$ cat config.mk
export PLATFORM = sky130hd
export DESIGN_NAME = timer_ctrl_cd_flat
export DESIGN_NICKNAME = d
export VERILOG_FILES = /design/src/rtl/timer_ctrl_cd_if.sv /design/src/rtl/timer_ctrl_cd.sv /design/src/flat_wrapper.sv
export SDC_FILE = /design/constraint.sdc
export NUM_CORES = 1
export LEC_CHECK = 0
export ABC_AREA = 0
export BUFFER_PORTS_ARGS = -buffer_cell sky130_fd_sc_hd__buf_2
export CAP_MARGIN = 20
export CORE_MARGIN = 1.5
export CORE_UTILIZATION = 49
export DETAILED_ROUTE_END_ITERATION = 12
export PLACE_DENSITY = 0.74
export SYNTH_ARGS = -nofsm -noshare
export SYNTH_HDL_FRONTEND = slang
export SYNTH_SLANG_ARGS = --single-unit
export TNS_END_PERCENT = 10
$ cat constraint.sdc
create_clock -name clock -period 4.01 [get_ports clock]
set_input_delay 0.401 -clock clock [delete_from_list [all_inputs] [get_ports clock]]
set_output_delay 0.401 -clock clock [all_outputs]
set_load 0.02 [all_outputs]
$ cat src/rtl/timer_ctrl_cd_if.sv
// Front-panel / display bundle for the two-digit BCD timer controller.
// master = keys and prescaler side, slave = timer_ctrl_cd.
interface timer_ctrl_cd_if;
    logic       start;
    logic       stop;
    logic       load;
    logic [7:0] load_val;
    logic       up;
    logic       tick;
    logic [3:0] S_tens;
    logic [3:0] S_units;
    logic [1:0] state;
    logic       running;
    logic       done;
    logic       load_err;

    modport master (
        output start, stop, load, load_val, up, tick,
        input  S_tens, S_units, state, running, done, load_err
    );

    modport slave (
        input  start, stop, load, load_val, up, tick,
        output S_tens, S_units, state, running, done, load_err
    );
endinterface

$ cat src/rtl/timer_ctrl_cd.sv
// Sequencer for a two-digit BCD up/down count (tens:units) with start/stop/load keys,
// terminal-count detection and load validation. All outputs are registered.
module timer_ctrl_cd #(
    parameter logic [7:0] LIMIT = 8'h59
) (
    input logic           clock,
    input logic           reset,
    timer_ctrl_cd_if.slave bus
);

    typedef enum logic [1:0] {
        IDLE  = 2'b00,
        RUN   = 2'b01,
        PAUSE = 2'b10,
        DONE  = 2'b11
    } state_t;

    state_t     state_q;
    logic [3:0] tens_q;
    logic [3:0] units_q;
    logic       running_q;
    logic       done_q;
    logic       load_err_q;

    logic [7:0] digits;
    logic [7:0] step_val;
    logic       load_ok;
    logic       at_term;
    logic       step_term;

    always_comb begin
        digits  = {tens_q, units_q};
        load_ok = (bus.load_val[7:4] <= 4'd9) && (bus.load_val[3:0] <= 4'd9)
                  && (bus.load_val <= LIMIT);
        step_val = digits;
        if (bus.up) begin
            if (units_q == 4'd9) step_val = {tens_q + 4'd1, 4'd0};
            else                 step_val = {tens_q, units_q + 4'd1};
        end else begin
            if (units_q == 4'd0) step_val = {tens_q - 4'd1, 4'd9};
            else                 step_val = {tens_q, units_q - 4'd1};
        end
        at_term   = bus.up ? (digits == LIMIT)   : (digits == 8'h00);
        step_term = bus.up ? (step_val == LIMIT) : (step_val == 8'h00);
    end

    always_ff @(posedge clock or negedge reset) begin
        if (!reset) begin
            state_q    <= IDLE;
            tens_q     <= '0;
            units_q    <= '0;
            running_q  <= 1'b0;
            done_q     <= 1'b0;
            load_err_q <= 1'b0;
        end else begin
            done_q     <= 1'b0;
            load_err_q <= 1'b0;
            if (bus.stop) begin
                state_q   <= (state_q == RUN) ? PAUSE : IDLE;
                running_q <= 1'b0;
            end else if (bus.load) begin
                // A held invalid load alternates the flag so it never stays high two cycles.
                if (load_ok) {tens_q, units_q} <= bus.load_val;
                else         load_err_q <= ~load_err_q;
                state_q   <= IDLE;
                running_q <= 1'b0;
            end else begin
                unique case (state_q)
                    IDLE: begin
                        if (bus.start) begin
                            if (at_term) begin
                                state_q <= DONE;
                                done_q  <= 1'b1;
                            end else begin
                                state_q   <= RUN;
                                running_q <= 1'b1;
                            end
                        end
                    end
                    RUN: begin
                        // Already at terminal for the current direction (up flipped): no wrap.
                        if (bus.tick) begin
                            if (at_term) begin
                                state_q   <= DONE;
                                running_q <= 1'b0;
                                done_q    <= 1'b1;
                            end else begin
                                {tens_q, units_q} <= step_val;
                                if (step_term) begin
                                    state_q   <= DONE;
                                    running_q <= 1'b0;
                                    done_q    <= 1'b1;
                                end
                            end
                        end
                    end
                    PAUSE: begin
                        if (bus.start) begin
                            state_q   <= RUN;
                            running_q <= 1'b1;
                        end
                    end
                    DONE: ;
                    default: state_q <= IDLE;
                endcase
            end
        end
    end

    assign bus.S_tens   = tens_q;
    assign bus.S_units  = units_q;
    assign bus.state    = state_q;
    assign bus.running  = running_q;
    assign bus.done     = done_q;
    assign bus.load_err = load_err_q;

endmodule
$ cat src/flat_wrapper.sv
// flat-port wrapper written by rule: the top's interface ports become plain ports
module timer_ctrl_cd_flat 
#(
    parameter logic [7:0] LIMIT = 8'h59
)
  (clock, reset, bus_start, bus_stop, bus_load, bus_load_val, bus_up, bus_tick, bus_S_tens, bus_S_units, bus_state, bus_running, bus_done, bus_load_err);
  timer_ctrl_cd_if bus_i ();
  input logic clock;
  input logic reset;
  input wire logic [$bits(bus_i.start)-1:0] bus_start;
  input wire logic [$bits(bus_i.stop)-1:0] bus_stop;
  input wire logic [$bits(bus_i.load)-1:0] bus_load;
  input wire logic [$bits(bus_i.load_val)-1:0] bus_load_val;
  input wire logic [$bits(bus_i.up)-1:0] bus_up;
  input wire logic [$bits(bus_i.tick)-1:0] bus_tick;
  output wire logic [$bits(bus_i.S_tens)-1:0] bus_S_tens;
  output wire logic [$bits(bus_i.S_units)-1:0] bus_S_units;
  output wire logic [$bits(bus_i.state)-1:0] bus_state;
  output wire logic [$bits(bus_i.running)-1:0] bus_running;
  output wire logic [$bits(bus_i.done)-1:0] bus_done;
  output wire logic [$bits(bus_i.load_err)-1:0] bus_load_err;
  assign bus_i.start = bus_start;
  assign bus_i.stop = bus_stop;
  assign bus_i.load = bus_load;
  assign bus_i.load_val = bus_load_val;
  assign bus_i.up = bus_up;
  assign bus_i.tick = bus_tick;
  assign bus_S_tens = bus_i.S_tens;
  assign bus_S_units = bus_i.S_units;
  assign bus_state = bus_i.state;
  assign bus_running = bus_i.running;
  assign bus_done = bus_i.done;
  assign bus_load_err = bus_i.load_err;
  timer_ctrl_cd #(.LIMIT(LIMIT)) u_core (.clock(clock), .reset(reset), .bus(bus_i));
endmodule
==> results.rst <==
.. list-table::
   :header-rows: 1

   * - Metric
     - Value
   * - Core ar.
     - 2250 sq um
   * - Wire length reported by the detailed router
     - 2720 microns
   * - Leading post-synthesis cells by cell area
     - dfrtp_1, ha_1, nand2_1, o21ai_0, mux2_4
   * - Initial DRC Count
     - 33
   * - Via count of the first global-routing pass
     - 983
   * - Total power
     - 0.667 mW
   * - Yosys cell types
     - 48
   * - DRC violation count after routing
     - 0
   * - Syn_nets
     - 163
   * - Buffers inserted during post-CTS setup optimization
     - 0
   * - Count of standard-cell rows
     - 17
   * - Initial standard-cell utilization of the core
     - 52.5%
   * - Share of the synthesized area in the top cell type
     - 27.5%
   * - Storage element area
     - 325 sq um
   * - Number of primary I/O pins
     - 28
   * - Antenna diode count
     - 0
   * - Synth Warn #
     - 0
   * - Die ar.
     - 2720 sq um
   * - Count of input and output buffers
     - 27
   * - Most frequent cell after synthesis
     - nand2_1
   * - Worst setup skew after layout
     - 0.00485 ns
   * - Vias post-DR
     - 1152
   * - Post-synthesis average cell area
     - 8.39 sq um
   * - Worst setup timing slack at the placement stage
     - 1.31 ns
   * - Clock tree sinks
     - 13
   * - Detailed Routing Iterations Pass 1
     - 4
   * - Final worst setup slack
     - 1.31 ns
   * - Number of flops mapped to enable cells by yosys
     - 0
   * - Final number of hold-violating endpoints
     - 0
   * - Met1 track demand over resource in global routing
     - 28.4%
   * - Reg2reg path depth
     - 8
   * - Type of element launching the critical path
     - flip-flop
   * - First-pass GRT wire length
     - 4330 microns
   * - Type of the most critical hold path
     - input port to async pin
   * - Number of setup violations in the final report
     - 0
   * - Worst setup path category
     - flip-flop to flip-flop
   * - Portion of the post-synthesis area used by sequential elements
     - 27.5%
   * - RePlAce Congestion
     - 0.819
   * - Post-DRT Antenna Nets
     - 0
   * - Crit path arrival time
     - 2.86 ns
   * - Reg2Reg Setup Slack
     - 1.31 ns
   * - Met2 usage in global routing
     - 34.8%
   * - Top cells by instance count after synthesis
     - nand2_1, dfrtp_1, inv_1, o21ai_0
   * - Unrepaired setup endpoints after global routing
     - false
   * - Area of the multi-input gates
     - 772 sq um
   * - Final Critical Period
     - 2.70 ns
   * - Dominant synthesized flop cell
     - dfrtp_1
   * - Library cell used as clock root buffer
     - clkbuf_4
   * - Maximum count of clock buffers along a single path
     - 2
   * - Number of nets in the layout
     - 186
   * - Number of cells produced by synthesis
     - 141
   * - Inst Count DP
     - 187
   * - Result of the run
     - finished clean
   * - Leakage power
     - 0.593 nW
   * - Fin util
     - 59.2%
   * - Sum of negative setup slack
     - 0 ns
   * - Data required time at the worst endpoint
     - 4.16 ns
   * - VDD IR max
     - 0.000281 V
   * - TritonCTS clock tree
     - done
   * - Met3 usage
     - 2.59%
   * - Flip-flop and latch count after synthesis
     - 13
   * - Slew Limit Fails
     - 0
   * - Number of max-cap violations
     - 0
   * - Slew Limit Headroom
     - 72.3%
   * - Post-route insts no fill
     - 191
   * - Die extent in x
     - 52.2 microns
   * - Biggest fanout along the worst timing path
     - 11
   * - Detail-routed via count per cell
     - 6.03
   * - Final clock period utilization by the worst path
     - 67.5%
   * - Slew at the pin closest to its max-slew limit
     - 0.406 ns
   * - Fraction of registers with async set or reset after synthesis
     - 100%
   * - Power Dens Cells
     - 500 nW/um^2
   * - Worst-path clk slew
     - 0.08 ns
   * - GRT busiest layer
     - met2
   * - Total gr overflow
     - 0
   * - Combined area of all synthesized cells
     - 1180 sq um
   * - Peak clock frequency supported by timing
     - 0.370 GHz
   * - Clock latency at the later pin of the worst-skew pair
     - 0.27 ns
   * - Filler instances
     - 209
   * - WL per Instance
     - 14.2 microns
   * - Global-route usage over all layers
     - 21.1%
   * - Number of buffers inserted by hold repair at cts
     - 0
   * - Total CTS buffers
     - 3
   * - Synth-to-Final Area Change
     - 12.8%
   * - Estimated wirelength of the detail-placed design
     - 2130 microns
   * - Number of antenna violations at the first check in global routing
     - 0
   * - Share of final-layout standard cells stronger than drive strength 1
     - 28.2%
   * - Maximum number of pins on one net before global-route repair
     - 18
   * - Post-cts sizing count
     - 0
   * - Y dimension of the die
     - 52.2 microns
   * - CP Capture Type
     - flip-flop
   * - Max H-tree Level
     - 1
   * - Top cell type by total area after synthesis
     - dfrtp_1
==> critical path: stages (launching register included) <==
cell,delay (ns)
dfrtp_1,0.54
inv_1,0.11
ha_1,0.33
or4_1,0.53
a21o_1,0.19
and4_1,0.23
a41oi_2,0.24
o211ai_1,0.14
mux2_2,0.29
==> per-stage QoR <==
step / area (sq um) / hold slack [ns]
floorplan: 1180 / 0.105
global placement: 1310 / 0.304
detailed placement: 1310 / 0.303
CTS: 1340 / 0.0112
global route: 1340 / 0.0245
finish: 1340 / 0.00275
==> routing by layer <==
metal	vias up	wire, microns	part of all wire [%]
met5	-	0	0
li1	571	-	-
met1	543	1210	44
met3	4	144	5.3
met4	0	28	1.0
met2	34	1340	49
==> path summary, 6_finish.rpt <==
check                                              endpoint                        startpoint
setup / recovery            u_core.bus.state[1]$_DFFE_PN0P_  u_core.bus.S_tens[0]$_DFFE_PN0P_
hold / removal                u_core.bus.load_err$_DFF_PN0_                             reset
setup reg to reg            u_core.bus.state[1]$_DFFE_PN0P_  u_core.bus.S_tens[0]$_DFFE_PN0P_
hold reg to reg               u_core.bus.load_err$_DFF_PN0_     u_core.bus.load_err$_DFF_PN0_
max in group asynchronous  u_core.bus.S_tens[0]$_DFFE_PN0P_                             reset
min in group clock            u_core.bus.load_err$_DFF_PN0_                          bus_stop
==> state kept, by name, indices dropped and copies added, names as in the netlist <==
signal and cells:
u_core.bus.S_tens 4, u_core.bus.S_units 4, u_core.bus.state 2, u_core.bus.done 1, u_core.bus.load_err 1, u_core.bus.running 1
==> layout make-up <==
type | instances | area share [%]
Clock buffer | 4 | 1.97
Inverter | 11 | 3.09
Multi-Input combinational cell | 108 | 57.8
Sequential cell | 13 | 24.4
Tap cell | 28 | 2.62
Timing Repair Buffer | 27 | 10.1
==> kinds of logic (layout without fill, tap and decap cells) <==
logic type | count (synthesis) | count (layout) | synth area share [%]
simple gates | 50 | 50 | 23.4
buf+inv | 20 | 42 | 7.29
xor+xnor | 2 | 2 | 1.48
mux | 7 | 7 | 7.40
fa+ha+maj | 7 | 7 | 7.40
flops | 13 | 13 | 27.5
compound gates | 42 | 42 | 25.6
==> report_power, final <==
part / internal [mW] / switching, mW
clock: 0.0385 / 0.0412
sequential: 0.163 / 0.0797
combinational: 0.146 / 0.198
==> layout by cell type (no fill, tap or decap), types with 2 or more instances in the layout <==
master    netlist  routed
buf_2           3      27
nand2_1        16      16
dfrtp_1        13      13
inv_1          11      11
o21ai_0        11      11
a21oi_1         7       7
nor2_1          7       7
ha_1            7       7
nand3_1         5       5
nand4_1         5       5
a31oi_1         5       5
or4_1           3       3
mux2_4          3       3
clkbuf_4        0       3
or2_2           2       2
a221oi_1        2       2
xnor2_1         2       2
mux2i_1         2       2
a22oi_1         2       2
mux2_2          2       2
No activity file was read; power rests on OpenSTA's default activity.
